$ cat config.mk
export PLATFORM = sky130hd
export DESIGN_NAME = pipelined_addsub
export DESIGN_NICKNAME = d
export VERILOG_FILES = /design/src/rtl/pipelined_addsub.sv
export SDC_FILE = /design/constraint.sdc
export NUM_CORES = 1
export LEC_CHECK = 0
export BUFFER_PORTS_ARGS = -buffer_cell sky130_fd_sc_hd__buf_2
export CORE_UTILIZATION = 57
export DETAILED_ROUTE_END_ITERATION = 16
export PLACE_DENSITY = 0.86
export SLEW_MARGIN = 40
export SYNTH_ARGS = -nofsm -noshare
export SYNTH_HDL_FRONTEND = slang
export SYNTH_SLANG_ARGS = --single-unit
$ cat constraint.sdc
create_clock -name clk -period 2.19 [get_ports clk]
set_input_delay 0.3285 -clock clk [delete_from_list [all_inputs] [get_ports clk]]
set_output_delay 0.3285 -clock clk [all_outputs]
set_load 0.02 [all_outputs]
$ cat src/rtl/pipelined_addsub.sv
`default_nettype none
// ============================================================================
// Module   : pipelined_addsub
// Purpose  : Parametrised pipelined ripple-carry adder/subtractor. The operands
//            are split into STAGES chunks of WIDTH/STAGES bits; stage k adds
//            chunk k and registers the carry for stage k+1. A single global
//            enable advances every stage at once, giving full backpressure.
// Ports    : clk, rst_n (async, active-low)
//            in_valid/in_ready  - operand handshake (A, B, Ci, sub)
//            out_valid/out_ready - result handshake (S, Co, Ovf)
// Revision : 1.0 - initial release
// ============================================================================
module pipelined_addsub #(
  parameter int WIDTH  = 16,  // must be a multiple of STAGES
  parameter int STAGES = 4    // >= 1
) (
  input  logic             clk,
  input  logic             rst_n,
  input  logic             in_valid,
  output logic             in_ready,
  input  logic [WIDTH-1:0] A,
  input  logic [WIDTH-1:0] B,
  input  logic             Ci,
  input  logic             sub,
  output logic             out_valid,
  input  logic             out_ready,
  output logic [WIDTH-1:0] S,
  output logic             Co,
  output logic             Ovf
);

  localparam int C_CHUNK = WIDTH / STAGES;
  localparam int C_LAST  = STAGES - 1;

  // Per-stage registers. r_a/r_bx carry the full operand words so the
  // not-yet-processed high chunks (and the MSBs needed for overflow) travel
  // with the partial sum in r_s.
  logic             r_v  [STAGES];
  logic [WIDTH-1:0] r_a  [STAGES];
  logic [WIDTH-1:0] r_bx [STAGES];
  logic [WIDTH-1:0] r_s  [STAGES];
  logic             r_c  [STAGES];
  logic             r_ovf;

  // Inputs seen by each stage: ports for stage 0, previous registers otherwise.
  logic [WIDTH-1:0] w_a_src  [STAGES];
  logic [WIDTH-1:0] w_bx_src [STAGES];
  logic [WIDTH-1:0] w_s_src  [STAGES];
  logic             w_c_src  [STAGES];
  logic             w_v_src  [STAGES];
  logic [WIDTH-1:0] w_s_next [STAGES];
  logic             w_c_next [STAGES];
  logic [C_CHUNK:0] w_sum    [STAGES];
  logic             w_ovf_next;
  logic             w_en;

  // Whole pipeline moves when the output slot is empty or being drained.
  assign w_en     = !r_v[C_LAST] || out_ready;
  assign in_ready = w_en;

  always_comb begin
    // Subtraction is A + ~B + 1; the borrow-in flips the injected carry.
    w_a_src[0]  = A;
    w_bx_src[0] = sub ? ~B : B;
    w_s_src[0]  = '0;
    w_c_src[0]  = Ci ^ sub;
    w_v_src[0]  = in_valid;
    for (int k = 1; k < STAGES; k++) begin
      w_a_src[k]  = r_a[k-1];
      w_bx_src[k] = r_bx[k-1];
      w_s_src[k]  = r_s[k-1];
      w_c_src[k]  = r_c[k-1];
      w_v_src[k]  = r_v[k-1];
    end
    for (int k = 0; k < STAGES; k++) begin
      w_sum[k] = {1'b0, w_a_src[k][k*C_CHUNK +: C_CHUNK]}
               + {1'b0, w_bx_src[k][k*C_CHUNK +: C_CHUNK]}
               + {{C_CHUNK{1'b0}}, w_c_src[k]};
      w_s_next[k] = w_s_src[k];
      w_s_next[k][k*C_CHUNK +: C_CHUNK] = w_sum[k][C_CHUNK-1:0];
      w_c_next[k] = w_sum[k][C_CHUNK];
    end
    // Signed overflow: like-signed operands producing a differently-signed sum.
    w_ovf_next = (w_a_src[C_LAST][WIDTH-1] == w_bx_src[C_LAST][WIDTH-1]) &&
                 (w_s_next[C_LAST][WIDTH-1] != w_a_src[C_LAST][WIDTH-1]);
  end

  always_ff @(posedge clk or negedge rst_n) begin
    if (!rst_n) begin
      for (int k = 0; k < STAGES; k++) begin
        r_v[k]  <= 1'b0;
        r_a[k]  <= '0;
        r_bx[k] <= '0;
        r_s[k]  <= '0;
        r_c[k]  <= 1'b0;
      end
      r_ovf <= 1'b0;
    end else if (w_en) begin
      // Bubbles shift along with valid data; nothing is collapsed.
      for (int k = 0; k < STAGES; k++) begin
        r_v[k]  <= w_v_src[k];
        r_a[k]  <= w_a_src[k];
        r_bx[k] <= w_bx_src[k];
        r_s[k]  <= w_s_next[k];
        r_c[k]  <= w_c_next[k];
      end
      r_ovf <= w_ovf_next;
    end
  end

  assign out_valid = r_v[C_LAST];
  assign S         = r_s[C_LAST];
  assign Co        = r_c[C_LAST];
  assign Ovf       = r_ovf;

endmodule
`default_nettype wire
==> results of run 1 <==
-- layout make-up --
| cell class | instances | area, um2 | share of cell area |
|---|---|---|---|
| clock buffers | 10 | 138 | 0.0281 |
| clock inverters | 6 | 57.6 | 0.0117 |
| well taps | 99 | 124 | 0.0252 |
| inverters | 10 | 37.5 | 0.00765 |
| repair buffers | 66 | 383 | 0.0780 |
| flip-flops and latches | 97 | 2430 | 0.495 |
| multi-input cells | 331 | 1740 | 0.355 |
-- sequential cells by signal, summed over array words and instances (netlist names) --
signal / cells
Ovf: 1
r_bx: 24
r_a: 24
Co: 1
out_valid: 1
r_s: 24
r_c: 3
S: 16
r_v: 3
-- timing repair --
item	CTS	global route
hold buffers	1	0
hold endpoints to repair	44	0
setup endpoints to repair	0	0
-- worst max-delay path, stage by stage, from the launching register on --
cell	delay [ns]
dfrtp_1	0.39
nor2b_4	0.14
inv_2	0.38
buf_2	0.26
-- per-layer routing --
metal  vias to the layer above  part of all wire
met4                         0             0.025
met5                         -                 0
met2                        79              0.46
met3                        17             0.040
met1                      1436              0.48
li1                       1554                 -
-- stage by stage --
stage	worst slack [ns]	cell area, um2	cells
finish	0.327	4910	619
floorplan	0.0580	4450	477
global placement	0.235	4700	602
global route	0.239	4910	619
CTS	0.308	4910	619
detailed placement	0.184	4700	602
-- final timing paths --
kind	startpoint	to	slack, ns	cells after the start
max	out_valid	in_ready	0.33	3
min	A[6]	r_a[54]	0.16	3
max reg2reg	r_a[28]	Co	0.36	5
min reg2reg	S[10]	S[10]	0.47	2
max in group asynchronous	rst_n	r_bx[42]	1.06	3
min in group asynchronous	rst_n	r_a[53]	0.49	2
-- cells by family after synthesis --
family                     after synthesis
AOI/OAI and AO/OA                       45
xor gates and xnor gates                20
adders and majority gates               20
buffers and inverters                   49
DFF                                     97
muxes                                    3
and+or+nand+nor                        243
-- power breakdown --
group / internal [uW] / leakage (uW) / total, uW / switching [uW]
Combinational: 1010 / 0.00131 / 2530 / 1510
Sequential: 2580 / 0.00118 / 3050 / 464
Clock: 472 / 0.000101 / 1120 / 653
-- layout by cell type, fill, tap and decap left out, drive strengths merged --
cell type,Yosys,final
o41ai,1,1
ha,12,12
inv,10,14
nor2,6,6
xor2,5,5
o31ai,1,1
o2111ai,3,3
nand3,4,4
nand2,224,224
clkbuf,7,10
a21oi,12,12
clkinv,0,2
nor2b,5,5
a21o,5,5
nand2b,1,1
a211oi,2,2
dlygate4sd3,0,1
o21ai,19,19
xnor2,15,15
mux2i,3,3
buf,32,65
fa,8,8
a21boi,2,2
dfrtp,97,97
or4,3,3
==> impl_metrics.tcl, run 1 <==
set metrics [dict create \
    portBuffers 57 \
    synth_top_family_by_area "simple AND/OR/NAND/NOR gates" \
    htreeDepth 3 \
    synth_edf_count 0 \
    fin_setup_tns_ns 0 \
    overflow 0 \
    drcViolationCount 0 \
    core_area_um2 7410 \
    first_global_vias 3031 \
    ctsRootBufferMaster "clkbuf_8" \
    tightest_slew_ns 0.578 \
    synth-simple-area-share 0.214 \
    worstPathArrival_ns 1.53 \
    wire_per_inst_um 12.3 \
    drv_cap 0 \
    use_met3 0.0320 \
    fin_crit_ns 1.86 \
    start_kind "flop" \
    fin_hold_ws_ns 0.159 \
    min_path_type "in2reg" \
    critical_path_class "reg2out" \
    timing.final.crit_share 0.851 \
    power_leakage_uw 0.00259 \
    antenna_found_initial 0 \
    ioPinCount 58 \
    ys_types 27 \
    fmax_ghz 0.537 \
    synth-xor-area-share 0.0394 \
    clkSinkCount 97 \
    synth.top_cells.by_count "nand2_1 (224), dfrtp_1 (97), buf_4 (20)" \
    dieWidth_um 90.3 \
    cts_tree "done" \
    path_max_fanout 27 \
    drive_above_1_share 0.162 \
    p_per_area_nw_per_um2 1360 \
    yosys-top-cells-area "dfrtp_1 (55%), nand2_1 (19%), fa_1 (3.6%)" \
    synth-seq-cells 97 \
    finish.utilization 0.662 \
    clock_latency_ns 0.36 \
    via_per_inst 4.99 \
    clockBufferDepth 2 \
    syn_inst 477 \
    wl_mm 7.64 \
    slew_violations 0 \
    grt_pass1_wl_mm 13.7 \
    initial_core_util 0.600 \
    firstDrtPassIters 4 \
    fin_nets 573 \
    syn-num-nets 535 \
    worst_setup_path_end_kind "output port" \
    synth_top_area_frac 0.546 \
    hold_viol 0 \
    synth_mux_area_frac 0.00675 \
    skew_ns 0.00898 \
    area_growth_pct 10.3 \
    status "finished, final reports clean" \
    synth-adder-area-share 0.0698 \
    met2_usage 0.330 \
    grt_max_degree 85 \
    grtUsageMet1 0.287 \
    grt_setup_unrepaired "false" \
    total_power_uw 6700 \
    cts-buffers-inserted 9 \
    setup_viol 0 \
    dieArea_um2 8160 \
    ctsResizeCount 0 \
    synth.most_common_cell "nand2_1" \
    post-dp-hpwl_mm 5.33 \
    yosys.area.top_type "dfrtp_1" \
    critical_path_required_ns 1.86 \
    seq_area_frac_synth 0.546 \
    busiest_layer "met2" \
    post-cts-setup-buffers 0 \
    gp_congestion 0.787 \
    ys_warn_count 0 \
    vdd_ir_drop_max_mv 0.579 \
    dieHeight_um 90.3 \
    rows 31 \
    diodes 0 \
    dr.first_iter.drc_count 216 \
    track_usage 0.211 \
    ant_nets 0 \
    vias 3086 \
    relSlewSlack 0.615 \
    syn_area_per_cell_um2 9.32 \
    clk_pin_slew_worst_paths_ns 0.10 \
    fillers 583 \
    async_flop_share 1.00 \
    synthFlopType "dfrtp_1" \
    syn-cell-area_um2 4450 \
    synth_compound_area_frac 0.0613 \
]
(Power assumes the default switching activity.)
==> run 2, diff against run 1 <==
--- a/config.mk
+++ b/config.mk
@@ -6,7 +6,10 @@
 export NUM_CORES = 1
 export LEC_CHECK = 0
 export BUFFER_PORTS_ARGS = -buffer_cell sky130_fd_sc_hd__buf_2
+export CORE_ASPECT_RATIO = 1.25
+export CORE_MARGIN = 2
 export CORE_UTILIZATION = 57
+export CTS_CLUSTER_DIAMETER = 120
 export DETAILED_ROUTE_END_ITERATION = 16
 export PLACE_DENSITY = 0.86
 export SLEW_MARGIN = 40
==> run 2 against run 1 <==
Against the previous run:
- setup slack worse by 0.025 ns
- highest routed layer unchanged
- sequential share of layout area hardly changed
- core utilization is 2.6 points lower
==> impl_metrics.tcl, run 2 (synthesized netlist as in run 1, its figures left out) <==
set metrics [dict create \
    tightest_slew_ns 0.535 \
    worst_setup_path_end_kind "flop" \
    drv_cap 0 \
    post-dp-hpwl_mm 5.22 \
    fin_setup_tns_ns 0 \
    vias 3112 \
    clock_latency_ns 0.37 \
    drcViolationCount 0 \
    area_growth_pct 10.3 \
    cts-buffers-inserted 9 \
    clockBufferDepth 2 \
    first_global_vias 3157 \
    gp_congestion 0.800 \
    critical_path_class "reg2reg" \
    fin_crit_ns 1.89 \
    ant_nets 0 \
    hold_viol 0 \
    dieArea_um2 8530 \
    dieWidth_um 83 \
    overflow 0 \
    timing.final.crit_share 0.862 \
    setup_viol 0 \
    grt_setup_unrepaired "false" \
    slowest_delay_ns 0.48 \
    portBuffers 57 \
    p_per_area_nw_per_um2 1360 \
    firstDrtPassIters 4 \
    fin_nets 571 \
    critical_path_required_ns 2.43 \
    relSlewSlack 0.644 \
    slew_violations 0 \
    htreeDepth 3 \
    worstPathArrival_ns 2.13 \
    path_cells "fa_1, fa_1, a21o_1, a21oi_1, a21oi_1" \
    grt_max_degree 109 \
    dp_cells 596 \
    core_area_um2 7700 \
    dr.first_iter.drc_count 230 \
    cts_tree "done" \
    skew_ns 0.00435 \
    track_usage 0.200 \
    clk_pin_slew_worst_paths_ns 0.09 \
    path_max_fanout 3 \
    dieHeight_um 103 \
    start_kind "flop" \
    min_path_type "in2reg" \
    ioPinCount 58 \
    top_regs "r_a (24), r_bx (24), r_s (24)" \
    vdd_ir_drop_max_mv 0.781 \
    status "finished, final reports clean" \
    antenna_found_initial 0 \
    layout_commonest_cell "nand2_1" \
    rows 36 \
    fmax_ghz 0.530 \
    fin_hold_ws_ns 0.145 \
    initial_core_util 0.577 \
    post_layout_nonfiller_instances 613 \
    clkSinkCount 97 \
    power_leakage_uw 0.00259 \
    layout_common_cells "nand2_1 (224), dfrtp_1 (97), buf_2 (56), o21ai_0 (19), xnor2_1 (15)" \
    diodes 0 \
    ctsResizeCount 0 \
    cp_slowest_cell "fa_1" \
    ctsRootBufferMaster "clkbuf_8" \
    wl_mm 7.63 \
    grt_pass1_wl_mm 13.6 \
    via_per_inst 5.08 \
    drive_above_1_share 0.158 \
    wire_per_inst_um 12.4 \
]
[run 2: path summary, 6_finish.rpt]
| check | from | to | slack (ns) | depth (start not counted) |
|---|---|---|---|---|
| worst max-delay path | r_a[28] | Co | 0.30 | 5 |
| worst min-delay path | A[11] | r_a[59] | 0.14 | 3 |
| worst max register to register | r_a[28] | Co | 0.30 | 5 |
| worst min register to register | r_v[1] | r_v[1] | 0.46 | 2 |
| max in group asynchronous | rst_n | r_s[49] | 0.99 | 3 |
| min in group asynchronous | rst_n | r_v[3] | 0.47 | 2 |
[run 2: final cells by class]
| cell class | count | area, um2 |
|---|---|---|
| Tap cell | 95 | 119 |
| Clock buffer | 13 | 179 |
| Sequential cell | 97 | 2430 |
| Timing Repair Buffer | 64 | 380 |
| Fill cell | 629 | 2800 |
| Inverter | 10 | 37.5 |
| Clock inverter | 3 | 21.3 |
| Multi-Input combinational cell | 331 | 1740 |
[run 2: power by group]
part | total (uW) | switching (uW) | internal, uW
logic | 2520 | 1510 | 1010
registers | 3030 | 451 | 2580
clock network | 1140 | 604 | 539
total | 6690 | 2560 | 4130
[run 2: what timing repair did]
| action | CTS | global route |
|---|---|---|
| hold endpoints to repair | 41 | 0 |
| buffers inserted | 0 | 0 |
| hold buffers | 1 | 0 |
[run 2: worst max-delay path: cells and delay by family (launching register included)]
kind / cells / cell delay (ns)
compound gates: 3 / 0.43
fa+ha+maj: 2 / 0.90
flops: 1 / 0.41
[run 2: stage by stage]
| step | worst slack [ns] | total power, uW | util | instance area, um2 |
|---|---|---|---|---|
| global route | 0.248 | 7300 | 0.637 | 4900 |
| detailed placement | 0.155 | 5600 | 0.609 | 4690 |
| finish | 0.302 | 6690 | 0.637 | 4900 |
| CTS | 0.298 | 6770 | 0.637 | 4900 |
| global placement | 0.227 | 5410 | 0.609 | 4690 |
| floorplan | 0.0580 | 5090 | - | 4450 |
[run 2: routing by layer]
metal  up-vias  global-route usage  routed length (um)
met3        19              0.0416                 287
met4         0               0.105                 213
li1       1555                   -                   -
met1      1480               0.245                3400
met5         -                   0                   0
met2        58               0.338                3730
==> run 3, diff against run 2 <==
--- a/config.mk
+++ b/config.mk
@@ -6,12 +6,14 @@
 export NUM_CORES = 1
 export LEC_CHECK = 0
 export BUFFER_PORTS_ARGS = -buffer_cell sky130_fd_sc_hd__buf_2
+export CELL_PAD_IN_SITES_DETAIL_PLACEMENT = 1
+export CELL_PAD_IN_SITES_GLOBAL_PLACEMENT = 2
 export CORE_ASPECT_RATIO = 1.25
 export CORE_MARGIN = 2
-export CORE_UTILIZATION = 57
+export CORE_UTILIZATION = 36
 export CTS_CLUSTER_DIAMETER = 120
 export DETAILED_ROUTE_END_ITERATION = 16
-export PLACE_DENSITY = 0.86
+export PLACE_DENSITY = 0.87
 export SLEW_MARGIN = 40
 export SYNTH_ARGS = -nofsm -noshare
 export SYNTH_HDL_FRONTEND = slang
==> run 3 against run 2 <==
Against the previous run:
- design area up 4.2%
- critical path depth unchanged
- sequential cell count unchanged
- global-route usage down 4.5 points
- power up 8.7%
- critical path type unchanged
==> impl_metrics.tcl, run 3 (synthesized netlist as in run 1, its figures left out) <==
set metrics [dict create \
    power.internal_uw 4550 \
    initial_core_util 0.367 \
    clkSinkCount 97 \
    p_per_area_nw_per_um2 1420 \
    clkPwrFrac 0.223 \
    power.share.combinational 0.358 \
    cts_tree "done" \
    start_kind "flop" \
    skew_ns 0.00462 \
    ioPinCount 58 \
    grt_setup_unrepaired "false" \
    layout_common_cells "nand2_1 (224), dfrtp_1 (97), buf_2 (56), o21ai_0 (19), xnor2_1 (15)" \
    fin_crit_ns 1.84 \
    pwr-share-seq 0.419 \
    dr.first_iter.drc_count 110 \
    vias 3130 \
    firstDrtPassIters 4 \
    vdd_ir_drop_max_mv 0.552 \
    fin_nets 573 \
    critical_path_required_ns 2.42 \
    fin_hold_ws_ns 0.174 \
    worstPathArrival_ns 2.07 \
    slew_violations 0 \
    hold_viol 0 \
    tightest_slew_ns 0.447 \
    gp_congestion 0.724 \
    top_regs "r_a (24), r_bx (24), r_s (24)" \
    total_power_uw 7280 \
    p_sw_frac 0.375 \
    drive_above_1_share 0.160 \
    drcViolationCount 0 \
    min-delay-start "A[15]" \
    rows 45 \
    dieWidth_um 103 \
    ctsResizeCount 0 \
    fin_setup_tns_ns 0 \
    power_leakage_uw 0.00264 \
    wl_mm 9.18 \
    critical_path_class "reg2reg" \
    fmax_ghz 0.543 \
    dieArea_um2 13300 \
    drv_cap 0 \
    status "finished, final reports clean" \
    clockBufferDepth 2 \
    power.switching_uw 2730 \
    overflow 0 \
    worst_setup_path_end_kind "flop" \
    clk_pin_slew_worst_paths_ns 0.07 \
    dieHeight_um 128 \
    relSlewSlack 0.702 \
    htreeDepth 3 \
    fillers 1439 \
    wire_per_inst_um 13.4 \
    startpoint "r_a[28]" \
    timing.final.crit_share 0.841 \
    path_max_fanout 3 \
    diodes 0 \
    track_usage 0.154 \
    area_growth_pct 14.9 \
    layout_commonest_cell "nand2_1" \
    ctsRootBufferMaster "clkbuf_16" \
    post-cts-setup-buffers 0 \
    antenna_found_initial 0 \
    portBuffers 57 \
    core_area_um2 12100 \
    grt_max_degree 109 \
    min_path_type "in2reg" \
    ant_nets 0 \
    post-dp-hpwl_mm 6.24 \
    cts-buffers-inserted 9 \
    first_global_vias 3378 \
    cts_hold_buf 1 \
    clock_latency_ns 0.34 \
    rr_startpoint "r_a[28]" \
    grt_pass1_wl_mm 16.0 \
    via_per_inst 4.58 \
    setup_viol 0 \
    finish.utilization 0.422 \
]
run 3: changes by cell type in the layout (fill, tap and decap cells not counted), sizes merged:
| cell | before | now |
|---|---|---|
| bufinv | 0 | 1 |
| buf | 63 | 65 |
| clkinvlp | 1 | 2 |
| clkbuf | 13 | 11 |
run 3: final cells by class:
cell class | instances | area [um2] | area share
sequential | 97 | 2430 | 0.475
inverter | 10 | 37.5 | 0.00735
timing repair buffer | 66 | 395 | 0.0774
multi-input combinational | 331 | 1740 | 0.340
tap | 164 | 205 | 0.0402
clock buffer | 11 | 243 | 0.0475
clock inverter | 5 | 62.6 | 0.0122
run 3: power groups by stage:
stage	clock [uW]	combinational, uW	sequential (uW)
after CTS	1660	2680	3070
after floorplan	0	2100	2990
after global placement	0	2480	3060
after global routing	1730	3030	3150
final	1620	2600	3050
after detailed placement	0	2650	3090
run 3: per-layer routing:
metal | routed length (um) | vias up | global-route usage
li1 | - | 1559 | -
met1 | 4190 | 1511 | 0.204
met2 | 4490 | 49 | 0.247
met3 | 332 | 11 | 0.0354
met4 | 160 | 0 | 0.0550
met5 | 0 | - | 0
run 3: worst paths after layout:
check / end / slack, ns / cells after the start
worst max-delay path: Co / 0.35 / 5
worst min register to register: S[5] / 0.46 / 2
max in group asynchronous: r_s[49] / 1.13 / 3
min in group asynchronous: r_v[3] / 0.44 / 2
worst max register to register: Co / 0.35 / 5
worst min-delay path: r_a[63] / 0.17 / 3
run 3: stage by stage:
step	instances	setup slack, ns	area, um2
5_1_grt	684	0.211	5110
2_1_floorplan	477	0.0580	4450
3_3_place_gp	667	0.210	4790
4_1_cts	684	0.347	5110
3_5_place_dp	667	0.160	4790
6_report	684	0.349	5110
run 3: critical path: stages, from the launching register on:
cell and delay [ns]:
dfrtp_1 0.40, fa_1 0.48, fa_1 0.42, a21o_1 0.20, a21oi_1 0.15, a21oi_1 0.08
